[src/rtl/rtc_seq_pkg.sv]
// rtc_seq_pkg: shared types and constants for the RTC write sequencer.
// Holds the FSM state encoding, the sequence lengths, the RTC register
// address map and a small helper that returns the last table index.
package rtc_seq_pkg;

    typedef enum logic [2:0] {
        ST_IDLE  = 3'd0,
        ST_LOAD  = 3'd1,
        ST_ISSUE = 3'd2,
        ST_WAIT  = 3'd3,
        ST_DONE  = 3'd4,
        ST_ERR   = 3'd5
    } seq_state_t;

    localparam logic       MODE_INIT = 1'b0;
    localparam logic       MODE_SET  = 1'b1;

    localparam logic [3:0] INIT_LEN  = 4'd2;
    localparam logic [3:0] SET_LEN   = 4'd7;

    localparam logic [7:0] ADDR_STAT = 8'h00;
    localparam logic [7:0] ADDR_CTRL = 8'h01;
    localparam logic [7:0] ADDR_SEG  = 8'h21;
    localparam logic [7:0] ADDR_MIN  = 8'h22;
    localparam logic [7:0] ADDR_HORA = 8'h23;
    localparam logic [7:0] ADDR_DIA  = 8'h24;
    localparam logic [7:0] ADDR_MES  = 8'h25;
    localparam logic [7:0] ADDR_ANIO = 8'h26;
    localparam logic [7:0] ADDR_XFER = 8'hF0;

    // Index of the final entry of the selected sequence table.
    function automatic logic [3:0] last_idx(input logic mode);
        logic [3:0] last_s;
        case (mode)
            MODE_INIT: last_s = INIT_LEN - 4'd1;
            MODE_SET:  last_s = SET_LEN - 4'd1;
            default:   last_s = INIT_LEN - 4'd1;
        endcase
        return last_s;
    endfunction

endpackage

[src/rtl/rtc_seq_rom.sv]
// rtc_seq_rom: combinational (mode, idx, latched time) -> (addr, data)
// lookup for the write sequences. Out-of-range indices return a harmless
// write of 0x00 to the status register.
module rtc_seq_rom (
    input  logic       mode,
    input  logic [3:0] idx,
    input  logic [7:0] seg,
    input  logic [7:0] min,
    input  logic [7:0] hora,
    input  logic [7:0] dia,
    input  logic [7:0] mes,
    input  logic [7:0] anio,
    output logic [7:0] addr,
    output logic [7:0] data
);
    import rtc_seq_pkg::*;

    // Table lookup for the current sequence entry.
    always_comb begin
        addr = ADDR_STAT;
        data = 8'h00;
        if (mode == MODE_INIT) begin
            case (idx)
                4'd0: begin addr = ADDR_STAT; data = 8'h00; end
                4'd1: begin addr = ADDR_CTRL; data = 8'h00; end
                default: begin addr = ADDR_STAT; data = 8'h00; end
            endcase
        end else begin
            case (idx)
                4'd0: begin addr = ADDR_SEG;  data = seg;   end
                4'd1: begin addr = ADDR_MIN;  data = min;   end
                4'd2: begin addr = ADDR_HORA; data = hora;  end
                4'd3: begin addr = ADDR_DIA;  data = dia;   end
                4'd4: begin addr = ADDR_MES;  data = mes;   end
                4'd5: begin addr = ADDR_ANIO; data = anio;  end
                4'd6: begin addr = ADDR_XFER; data = 8'h00; end
                default: begin addr = ADDR_STAT; data = 8'h00; end
            endcase
        end
    end

endmodule

[src/rtl/rtc_write_sequencer.sv]
// rtc_write_sequencer: walks a fixed list of RTC register writes, pulsing
// the write engine's ciclo per entry and driving the AD pads according to
// the engine's Sent_A / Sent_D strobes.
// Build option: define RTC_SEQ_TIMEOUT_EN to add the fin watchdog and the
// err abort path; without it the sequencer waits for fin indefinitely.
module rtc_write_sequencer #(
    parameter int TIMEOUT = 300,
    parameter int TO_W    = 9
) (
    input  logic       Clock_in,
    input  logic       Reset,
    input  logic       start,
    input  logic       mode,
    input  logic [7:0] seg,
    input  logic [7:0] min,
    input  logic [7:0] hora,
    input  logic [7:0] dia,
    input  logic [7:0] mes,
    input  logic [7:0] anio,
    input  logic       fin,
    input  logic       sent_a,
    input  logic       sent_d,
    output logic       ciclo,
    output logic [7:0] ad_out,
    output logic       ad_oe,
    output logic       busy,
    output logic       done,
    output logic       err
);
    import rtc_seq_pkg::*;

    seq_state_t state_r;
    seq_state_t state_next_s;
    logic [3:0] idx_r;
    logic [3:0] idx_next_s;
    logic       accept_s;
    logic       mode_r;
    logic [7:0] seg_r, min_r, hora_r, dia_r, mes_r, anio_r;
    logic [7:0] rom_addr_s, rom_data_s;
    logic [7:0] cur_addr_r, cur_data_r;
    logic       ciclo_r, busy_r, done_r;
    logic [7:0] ad_out_r;
    logic       ad_oe_r;

`ifdef RTC_SEQ_TIMEOUT_EN
    localparam logic [TO_W-1:0] WDOG_TERM = TO_W'(TIMEOUT - 1);
    logic [TO_W-1:0] wdog_r;
    logic            err_r;
`else
    // Sizing parameters only matter when the watchdog is built in.
    logic unused_cfg_s;
    assign unused_cfg_s = (TIMEOUT > TO_W);
`endif

    rtc_seq_rom u_rom (
        .mode (mode_r),
        .idx  (idx_r),
        .seg  (seg_r),
        .min  (min_r),
        .hora (hora_r),
        .dia  (dia_r),
        .mes  (mes_r),
        .anio (anio_r),
        .addr (rom_addr_s),
        .data (rom_data_s)
    );

    // Next-state and index logic of the sequencing FSM.
    always_comb begin
        state_next_s = state_r;
        idx_next_s   = idx_r;
        accept_s     = 1'b0;
        case (state_r)
            ST_IDLE: begin
                if (start) begin
                    accept_s     = 1'b1;
                    idx_next_s   = 4'd0;
                    state_next_s = ST_LOAD;
                end else begin
                    state_next_s = ST_IDLE;
                end
            end
            ST_LOAD:  state_next_s = ST_ISSUE;
            ST_ISSUE: state_next_s = ST_WAIT;
            ST_WAIT: begin
                // fin has priority over a simultaneous watchdog expiry
                if (fin) begin
                    if (idx_r == last_idx(mode_r)) begin
                        state_next_s = ST_DONE;
                    end else begin
                        idx_next_s   = idx_r + 4'd1;
                        state_next_s = ST_LOAD;
                    end
                end
`ifdef RTC_SEQ_TIMEOUT_EN
                else if (wdog_r == WDOG_TERM) begin
                    state_next_s = ST_ERR;
                end
`endif
                else begin
                    state_next_s = ST_WAIT;
                end
            end
            ST_DONE: state_next_s = ST_IDLE;
            ST_ERR:  state_next_s = ST_IDLE;
            default: state_next_s = ST_IDLE;
        endcase
    end

    // FSM state and table index registers.
    always_ff @(posedge Clock_in or negedge Reset) begin
        if (!Reset) begin
            state_r <= ST_IDLE;
            idx_r   <= 4'd0;
        end else begin
            state_r <= state_next_s;
            idx_r   <= idx_next_s;
        end
    end

    // Capture mode and time values once, when a start is accepted.
    always_ff @(posedge Clock_in or negedge Reset) begin
        if (!Reset) begin
            mode_r <= 1'b0;
            seg_r  <= 8'h00;
            min_r  <= 8'h00;
            hora_r <= 8'h00;
            dia_r  <= 8'h00;
            mes_r  <= 8'h00;
            anio_r <= 8'h00;
        end else if (accept_s) begin
            mode_r <= mode;
            seg_r  <= seg;
            min_r  <= min;
            hora_r <= hora;
            dia_r  <= dia;
            mes_r  <= mes;
            anio_r <= anio;
        end else begin
            mode_r <= mode_r;
            seg_r  <= seg_r;
            min_r  <= min_r;
            hora_r <= hora_r;
            dia_r  <= dia_r;
            mes_r  <= mes_r;
            anio_r <= anio_r;
        end
    end

    // Register the current write's address/data during LOAD.
    always_ff @(posedge Clock_in or negedge Reset) begin
        if (!Reset) begin
            cur_addr_r <= 8'h00;
            cur_data_r <= 8'h00;
        end else if (state_r == ST_LOAD) begin
            cur_addr_r <= rom_addr_s;
            cur_data_r <= rom_data_s;
        end else begin
            cur_addr_r <= cur_addr_r;
            cur_data_r <= cur_data_r;
        end
    end

`ifdef RTC_SEQ_TIMEOUT_EN
    // Watchdog: cleared on each ciclo, counts cycles spent waiting for fin.
    always_ff @(posedge Clock_in or negedge Reset) begin
        if (!Reset) begin
            wdog_r <= {TO_W{1'b0}};
        end else if (state_r == ST_ISSUE) begin
            wdog_r <= {TO_W{1'b0}};
        end else if (state_r == ST_WAIT) begin
            wdog_r <= wdog_r + {{(TO_W-1){1'b0}}, 1'b1};
        end else begin
            wdog_r <= wdog_r;
        end
    end

    // err pulse, aligned with the ERR state.
    always_ff @(posedge Clock_in or negedge Reset) begin
        if (!Reset) begin
            err_r <= 1'b0;
        end else begin
            err_r <= (state_next_s == ST_ERR);
        end
    end

    assign err = err_r;
`else
    assign err = 1'b0;
`endif

    // Control outputs decoded from the next state so they align with it.
    always_ff @(posedge Clock_in or negedge Reset) begin
        if (!Reset) begin
            ciclo_r <= 1'b0;
            busy_r  <= 1'b0;
            done_r  <= 1'b0;
        end else begin
            ciclo_r <= (state_next_s == ST_ISSUE);
            busy_r  <= (state_next_s == ST_LOAD) ||
                       (state_next_s == ST_ISSUE) ||
                       (state_next_s == ST_WAIT);
            done_r  <= (state_next_s == ST_DONE);
        end
    end

    // AD bus drive, one cycle behind the strobes; address wins on overlap.
    always_ff @(posedge Clock_in or negedge Reset) begin
        if (!Reset) begin
            ad_out_r <= 8'h00;
            ad_oe_r  <= 1'b0;
        end else if (state_r == ST_WAIT) begin
            if (sent_a) begin
                ad_out_r <= cur_addr_r;
                ad_oe_r  <= 1'b1;
            end else if (sent_d) begin
                ad_out_r <= cur_data_r;
                ad_oe_r  <= 1'b1;
            end else begin
                ad_out_r <= 8'h00;
                ad_oe_r  <= 1'b0;
            end
        end else begin
            ad_out_r <= 8'h00;
            ad_oe_r  <= 1'b0;
        end
    end

    assign ciclo  = ciclo_r;
    assign busy   = busy_r;
    assign done   = done_r;
    assign ad_out = ad_out_r;
    assign ad_oe  = ad_oe_r;

endmodule

[config.mk]
export PLATFORM = sky130hd
export DESIGN_NAME = rtc_write_sequencer
export DESIGN_NICKNAME = d
export VERILOG_FILES = /design/src/rtl/rtc_seq_pkg.sv /design/src/rtl/rtc_seq_rom.sv /design/src/rtl/rtc_write_sequencer.sv
export SDC_FILE = /design/constraint.sdc
export NUM_CORES = 1
export LEC_CHECK = 0
export ABC_AREA = 1
export CORE_MARGIN = 5
export CORE_UTILIZATION = 54
export CTS_CLUSTER_DIAMETER = 50
export DETAILED_ROUTE_END_ITERATION = 7
export GPL_TIMING_DRIVEN = 0
export PLACE_DENSITY = 0.92
export SLEW_MARGIN = 10
export SYNTH_ARGS = -nofsm -noshare
export SYNTH_HDL_FRONTEND = slang
export SYNTH_HIERARCHICAL = 1
export SYNTH_SLANG_ARGS = --single-unit
[constraint.sdc]
create_clock -name Clock_in -period 1.5 [get_ports Clock_in]
set_clock_uncertainty 0.05 [all_clocks]
set_input_delay 0.45 -clock Clock_in [delete_from_list [all_inputs] [get_ports Clock_in]]
set_output_delay 0.45 -clock Clock_in [all_outputs]
set_load 0.05 [all_outputs]
Yosys cells after proc, flatten, opt, wreduce, memory -nomap -nowiden
Cells that the tools add are included.
{ "totals": {"ff_bits": 84, "inputBits": 55, "output_inout_bits": 13, "wordCells": 65} }
{ "op_classes": {"n_addsub": 1, "n_eq_ne": 17, "mux": 24, "bitwise_logic": 1, "reduce_logical": 6} }
{ "op_table": {"columns": ["op", "count"], "rows": [
  ["8-bit one-hot mux with 7 select lines", 1],
  ["8-bit one-hot mux with 6 select lines", 1],
  ["8-bit two-way mux", 5],
  ["4-bit two-way mux", 5],
  ["4-bit one-hot mux with 2 select lines", 2],
  ["3-bit by 2-bit equality test with 1-bit output (second input constant)", 4],
  ["4-bit by 3-bit equality test with 1-bit output (second input constant)", 3],
  ["3-bit one-hot mux with 4 select lines", 1],
  ["4-bit by 2-bit equality test with 1-bit output (second input constant)", 2],
  ["1-bit two-way mux", 7],
  ["3-bit by 1-bit equality test with 1-bit output (second input constant)", 2],
  ["3-bit two-way mux", 2],
  ["2-bit inequality test (second input constant)", 3],
  ["4-bit by 1-bit adder with 4-bit output (second input constant)", 1],
  ["4-bit by 1-bit equality test with 1-bit output (second input constant)", 1],
  ["4-bit equality test", 1],
  ["4-bit zero test", 1],
  ["4-bit AND reduction", 1],
  ["3-bit equality test (second input constant)", 1],
  ["3-bit zero test", 1],
  ["1-bit logical OR", 2],
  ["2-bit nonzero test", 1],
  ["1-bit NOT", 1]
]} }

Depth between registers and ports, before layout
Gate-level depths: netlist of the first run.
{ "depth": {"word_depth": 11, "mapped_depth": 9} }

Hierarchy
The synthesis of the first run kept the hierarchy.
{ "modules_own_cells": {"columns": ["mod", "instances", "cells_per_inst", "area_each_um2"], "rows": [
  ["rtc_write_sequencer", 1, 272, 3505.9],
  ["rtc_seq_rom", 1, 135, 673.1]
]} }

Worst setup path before layout of the first run
OpenSTA, ideal clock, no wires.
{ "synth_path": {"path_kind": "flip-flop to flip-flop", "from": "reg idx_r[0]", "to": "reg cur_data_r[0]", "setup_ps": 66, "arrival_time_ps": 1287, "required_ps": 1384, "slack_ps": 98, "stages_incl_launch_ff": 10, "period_less_slack_ps": 1402, "cell_sequence": "dfrtp_1 buf_4 nor2_4 buf_6 nand3_1 nand2_1 inv_1 a21oi_1 nand2_1 nand2_1"} }
{ "synth_between": {"elab_chain_cells": 3, "elab_cells_between_ends": 8, "classes_between": "5 x eq/ne; 2 x mux; 1 x reduce/logical"} }
{ "synth_lines": {"columns": ["item", "line", "rtl"], "rows": [
  ["start, declared", "rtc_write_sequencer.sv:34", "logic [3:0] idx_r;"],
  ["start signal, assigned", "rtc_write_sequencer.sv:117", "idx_r <= idx_next_s;"],
  ["4-bit by 3-bit equality test with 1-bit output, or another cell as far along", "rtc_seq_rom.sv:29", "case (idx)"],
  ["8-bit one-hot mux with 6 select lines (*)", "rtc_seq_rom.sv:29", null],
  ["8-bit two-way mux (*)", "rtc_seq_rom.sv:22", "if (mode == MODE_INIT) begin"],
  ["via rom_data_s[0]", "rtc_write_sequencer.sv:39", "logic [7:0] rom_addr_s, rom_data_s;"],
  ["end signal, assigned", "rtc_write_sequencer.sv:157", "cur_data_r <= rom_data_s;"],
  ["end signal, assigned", "rtc_write_sequencer.sv:160", "cur_data_r <= cur_data_r;"],
  ["end, declared", "rtc_write_sequencer.sv:40", "logic [7:0] cur_addr_r, cur_data_r;"]
]} }
Mark *: on every way through the listed nets, which the timed path passes. The rest lies on a longest branch.
A chain may end at the register's enable or synchronous reset.

Final worst setup path of the first run
{ "layout_path": {"from": "reg idx_r[3]", "to": "reg cur_data_r[6]"} }
Same word-level chain as after synthesis.

==> results of run 1 <==
cells by family (layout without fill, tap and decap cells):
kind of cell / Yosys count / count (layout) / synth area share, %
AOI/OAI and AO/OA: 23 / 23 / 2.874
xor gates and xnor gates: 2 / 2 / 0.4192
adders and majority gates: 1 / 1 / 0.2994
buffers and inverters: 45 / 152 / 6.617
DFF: 84 / 84 / 50.30
muxes: 48 / 48 / 17.25
other: 2 / 2 / 0.1797
and+or+nand+nor: 202 / 203 / 22.07
cells in the mapped netlist (all sizes together):
| library cell | instances |
|---|---|
| nor4 | 1 |
| o21ai | 3 |
| mux2 | 48 |
| clkinv | 1 |
| inv | 25 |
| xnor2 | 1 |
| conb | 2 |
| xor2 | 1 |
| a22oi | 2 |
| buf | 16 |
| clkbuf | 3 |
| nor2 | 25 |
| nand3 | 49 |
| nand2 | 123 |
| nor3 | 4 |
| ha | 1 |
| dfrtp | 84 |
| a21oi | 18 |
sequential cells by signal, indices dropped and copies added (netlist names), 3 cells and up:
name and flops:
cur_addr_r 8, state_r 3, seg_r 8, dia_r 8
mes_r 8, hora_r 8, min_r 8, cur_data_r 8
anio_r 8, idx_r 4, ad_out 8
cell type report:
type                       instances  area (sq um)
buffer                            19         182.7
clock buffer                       9         123.9
clock inverter                     7         100.1
fill                             517          2210
inverter                          26         106.4
multi-input combinational        279          1877
sequential                        84          2107
tap                              102         127.6
timing repair buffer              91         813.3
how the worst max path moves through the flow:
stage	startpoint	to	cells past startpoint
floorplan	idx_r[0]	cur_data_r[0]	9
global placement	Reset	anio_r[3]	1
detailed placement	start	hora_r[6]	4
CTS	idx_r[2]	cur_data_r[3]	8
global route	idx_r[0]	cur_data_r[3]	9
finish	idx_r[3]	cur_data_r[6]	8
per-layer routing:
| metal | part of all wire, % | vias to the layer above | global-route usage [%] |
|---|---|---|---|
| met2 | 50 | 135 | 33.56 |
| li1 | - | 1525 | - |
| met4 | 3.1 | 0 | 8.946 |
| met1 | 41 | 1568 | 26.36 |
| met5 | 0 | - | 0 |
| met3 | 6.4 | 24 | 5.429 |
critical path: stages (launching register included):
cell and delay, ps:
dfrtp_2 490, nor2_4 240, buf_6 180, nand3_1 110, nand2_1 80, nor2_1 40, a21oi_1 170, nand2_1 90
nand2_1 70
layout by cell type, fill, tap and decap left out, drive strengths merged:
master and count:
nand3 49, clkinvlp 4, clkinv 1, nor2 26
nor3 4, buf 51, inv 26, nor4 1
o21ai 3, nand2 123, xor2 1, clkdlybuf4s50 52
conb 2, a21oi 18, mux2 48, xnor2 1
clkbuf 15, dlygate4sd3 1, bufinv 2, ha 1
a22oi 2, dfrtp 84
repair_timing:
action                                  4_1_cts  5_1_grt
hold endpoints to repair                     33        0
endpoints found under the setup margin       58       40
setup buffers                                14        9
hold buffers                                  1        0
gates cloned                                  1        1
pin swaps                                     7        5
resized for setup                            71       20
power groups by stage:
stage	Sequential, uW	Combinational [uW]	Clock, uW
floorplan	3890	2800	0
global placement	3800	3740	0
detailed placement	3850	3870	0
CTS	3800	4030	1840
global route	3920	4640	1930
finish	3820	4300	1820
through the flow:
step                      setup TNS (ps)  utilization, %
after floorplan                        0               -
after global placement           -254380           64.82
after detailed placement          -23220           65.15
after CTS                         -24.01           69.24
after global routing              -960.4           71.11
final                             -310.3           71.11
==> qor.txt, run 1 <==
Gpl congestion = 0.8863
Die ar. = 9598 sq um
Comb pwr share = 43.2%
Worst R2R Setup Slack = -80 ps
R2R depth = 8
Antenna-violating nets left = 0
Grt total ovfl = 0
Outcome = finished with violations
Worst-Skew Late Latency = 380 ps
Capturing point of the worst reg2reg path = cur_data_r[6]
Total routed wirelength = 9.968 mm
Mean number of vias per cell = 5.271
Gate Count Post-Synth = 407
Slew headroom = 64.64%
Clock share of power = 18.4%
Critical Path Start Type = flop
Net Count, Synth = 463
Rows = 32
Pleak = 0.002739 uW
First-pass GRT wire length = 15.95 mm
Clock slew at reported path FFs = 90 ps
Root Driver = clkbuf_8
GRT Util Overall = 20.73%
Failing checks = negative setup slack
Share of the synthesized area in the top cell type = 50.30%
Via count = 3252
Core area = 7647 sq um
Yosys warning count = 6
Worst hold path class = flop to flop
H-tree depth = 3
Tmin final = 1580 ps
Top post-synthesis cells by area = dfrtp_1 50%, mux2_4 17%, nand2_1 11%
Total power draw = 9934 uW
Drt wl/cell = 16.16 microns
CTS tree = built
Hold EP = cur_addr_r[3]
Final setup violation count = 8
Worst IR drop on VDD = 0.8568 mV
Int Power = 6311 uW
Fmax = 0.6331 GHz
CP endpoint kind = flop
Pins Over Slew Limit = 0
Dpl hpwl = 6.732 mm
I/O pins = 68
Final worst setup slack = -79.59 ps
Sw frac = 36.48%
Final worst path period share = 105.3%
Clock tree buffer depth = 2
Design area = 5438 sq um
Sw power = 3624 uW
Nets@finish = 566
Hold_sp = cur_addr_r[3]
Initial drt markers = 187
Pin count of the biggest net entering global routing = 52
Placed Cells incl. Taps = 575
Drt pass-1 iters = 5
Die Ht = 97.97 microns
Slew of the pin with the lowest slew margin = 530.4 ps
DRC Markers = 0
Synth unique cells = 27
Starting Density = 54.65%
Die W = 97.97 microns
Placed instance area = 4982 sq um
Hold path depth = 2
Vias in the first global route = 3319
# port buffers = 65
Share of cells above drive strength 1 = 30.29%
Sink Count = 84
Diode count = 0
Area growth syn-to-layout = 30.12%
Worst-path maximum fanout = 10
Number of max-cap violations = 0
Crit Reg-Reg Startpoint = idx_r[3]
#FFs+latches synth = 84
Power Dens Cells = 1827 nW/um^2
Finished Layout Cells = 617
Hold WS = 431.9 ps
Pre-CTS setup slack = -355.0 ps
Seq pwr share = 38.4%
CTS Buf Count = 9
RSZ-0062 raised after global routing = yes
Synth Area per Inst = 10.27 sq um
Initial antenna violation count = 0
Post-synthesis sequential area ratio = 50.30%
Worst Path Required = 1760 ps
Crit path DAT = 1840 ps
CP Class = flop to flop
Fin. Hold Viols = 0
Synthesized area = 4179 sq um
Cell taking the most area after synthesis = dfrtp_1
No activity file was read; power rests on OpenSTA's default activity.
==> inputs of run 2 (changes only) <==
--- a/config.mk
+++ b/config.mk
@@ -17,3 +17,4 @@
 export SYNTH_HDL_FRONTEND = slang
 export SYNTH_HIERARCHICAL = 1
 export SYNTH_SLANG_ARGS = --single-unit
+export TNS_END_PERCENT = 20
==> qor.txt, run 2 (same netlist as run 1, synthesis figures left out) <==
Outcome = finished with violations (unchanged)
Failing checks = negative setup slack (unchanged)
Hold_sp = cur_addr_r[3] (unchanged)
Hold path depth = 2 (unchanged)
CP endpoint kind = flop (unchanged)
I/O pins = 68 (unchanged)
Rows = 32 (unchanged)
Worst hold path class = flop to flop (unchanged)
Worst IR drop on VDD = 0.8586 mV (was 0.8568 mV)
Area growth syn-to-layout = 29.97% (was 30.12%)
Placed instance area = 4982 sq um (unchanged)
Nets@finish = 566 (unchanged)
Final worst path period share = 105.9% (was 105.3%)
WP buf/inv = 3 (was 1)
Share of cells above drive strength 1 = 29.51% (was 30.29%)
Crit Reg-Reg Startpoint = idx_r[1] (was idx_r[3])
DRC Markers = 0 (unchanged)
Worst-Skew Late Latency = 370 ps (was 380 ps)
CTS Buf Count = 9 (unchanged)
Via count = 3223 (was 3252)
Diode count = 0 (unchanged)
CP max stage cell = dfrtp_2 (unchanged)
Die W = 97.97 microns (unchanged)
Initial drt markers = 214 (was 187)
Design area = 5431 sq um (was 5438 sq um)
Crit path depth = 10 (was 8)
Pins Over Slew Limit = 0 (unchanged)
Crit path top cell by count = nand2_1 (unchanged)
RSZ-0062 raised after global routing = yes (unchanged)
Core area = 7647 sq um (unchanged)
Number of max-cap violations = 0 (unchanged)
Total routed wirelength = 9.870 mm (was 9.968 mm)
Critical Path Start Type = flop (unchanged)
Vias in the first global route = 3247 (was 3319)
Placed Cells incl. Taps = 575 (unchanged)
# port buffers = 65 (unchanged)
Clock slew at reported path FFs = 100 ps (was 90 ps)
Fin. Hold Viols = 0 (unchanged)
GRT Util Overall = 20.55% (was 20.73%)
Fillers = 509 (was 517)
Drt wl/cell = 16.00 microns (was 16.16 microns)
First-pass GRT wire length = 15.78 mm (was 15.95 mm)
Drt pass-1 iters = 5 (unchanged)
Fmax = 0.6295 GHz (was 0.6331 GHz)
Clock tree buffer depth = 2 (unchanged)
Pin count of the biggest net entering global routing = 52 (unchanged)
Commonest cells after routing, fill and taps aside = 119 x nand2_1, 79 x dfrtp_1, 52 x clkdlybuf4s50_1, 48 x mux2_4, 44 x nand3_1 (was 119 x nand2_1, 80 x dfrtp_1, 52 x clkdlybuf4s50_1, 48 x mux2_4, 42 x nand3_1)
Die Ht = 97.97 microns (unchanged)
Cell Chain, Critical Path = inv_4 > nand2_1 > nor2_4 > buf_4 > nand2_1 > nand2_1 > inv_1 > a21oi_1 > nand2_1 > nand2_1 (was nor2_4 > buf_6 > nand3_1 > nand2_1 > nor2_1 > a21oi_1 > nand2_1 > nand2_1)
Initial antenna violation count = 0 (unchanged)
Most common cell after layout, fill and taps aside = nand2_1 (unchanged)
Sink Count = 84 (unchanged)
Crit path DAT = 1860 ps (was 1840 ps)
Power Dens Cells = 1835 nW/um^2 (was 1827 nW/um^2)
Tmin final = 1589 ps (was 1580 ps)
Worst path max stage delay = 490 ps (about the same)
Final setup violation count = 12 (was 8)
CP Class = flop to flop (unchanged)
CTS tree = built (unchanged)
R2R depth = 10 (was 8)
Gpl congestion = 0.8863 (unchanged)
Die ar. = 9598 sq um (unchanged)
Pleak = 0.002736 uW (was 0.002739 uW)
Finished Layout Cells = 617 (unchanged)
Antenna-violating nets left = 0 (unchanged)
Final worst setup slack = -88.68 ps (was -79.59 ps)
Root Driver = clkbuf_8 (unchanged)
Top delay family on crit path = simple AND/OR/NAND/NOR gates (unchanged)
Mean number of vias per cell = 5.224 (was 5.271)
Crit path from = idx_r[1] (was idx_r[3])
Grt total ovfl = 0 (unchanged)
Worst Path Required = 1770 ps (was 1760 ps)
Starting Density = 54.65% (unchanged)
Worst-path maximum fanout = 7 (was 10)
H-tree depth = 3 (unchanged)
Dpl hpwl = 6.732 mm (unchanged)
-- run 2: cell count changes in the layout (fill, tap and decap cells not counted) --
cell	change
buf_4	-2
buf_6	+2
dfrtp_2	+1
clkinvlp_4	-1
a21oi_2	-2
dfrtp_1	-1
nand3_1	+2
inv_1	+1
clkdlybuf4s15_2	+1
a21oi_1	+2
buf_2	-1
nand3_2	-2
-- run 2: final cells by class --
| type | instances | area [sq um] | share of cell area [%] |
|---|---|---|---|
| multi-input cells | 279 | 1859 | 34.23 |
| plain buffers | 19 | 182.7 | 3.363 |
| repair buffers | 91 | 827.0 | 15.23 |
| clock inverters | 7 | 100.1 | 1.843 |
| well taps | 102 | 127.6 | 2.350 |
| flip-flops and latches | 84 | 2108 | 38.82 |
| inverters | 26 | 102.6 | 1.889 |
| clock buffers | 9 | 123.9 | 2.281 |
-- run 2: layer usage --
metal  track usage (%)  routed length [microns]
met1             26.40                     4075
met2             33.09                     4983
met3             5.500                      560
met4             8.413                      252
met5                 0                        0
-- run 2: worst min-delay path, delay by kind of cell, from the launching register on --
family,cells,cell delay [ps]
AND/OR/NAND/NOR,2,90
flip-flops,1,360
-- run 2: repair_timing --
item                                    CTS  global route
endpoints found under the hold margin    33             0
setup buffers                             7            16
pin swaps                                 4             5
hold buffers                              1             0
gates cloned                              1             1
endpoints found under the setup margin   58            66
gates resized for setup                  71            17
-- run 2: through the flow --
stage	utilization (%)	setup TNS, ps	hold slack (ps)	total power, uW	setup WS [ps]
after floorplan	-	0	104.4	6691	97.86
after global placement	64.82	-254380	403.9	7543	-2782
after detailed placement	65.15	-23220	377.2	7718	-355.0
after CTS	68.67	-337.1	432.3	9636	-68.73
after global routing	71.02	-2160	456.2	10520	-151.8
final	71.02	-639.7	431.7	9966	-88.68
-- run 2: final timing paths --
path	end	slack, ps
setup / recovery	cur_data_r[4]	-90
hold / removal	cur_addr_r[3]	430
setup reg to reg	cur_data_r[4]	-90
hold reg to reg	cur_addr_r[3]	430
max in group asynchronous	mes_r[6]	280
min in group asynchronous	cur_addr_r[4]	520
-- run 2: power by group --
| group | total [uW] | switching (uW) | internal, uW |
|---|---|---|---|
| Sequential | 3830 | 628 | 3200 |
| Clock | 1820 | 874 | 945 |
| Combinational | 4320 | 2110 | 2210 |
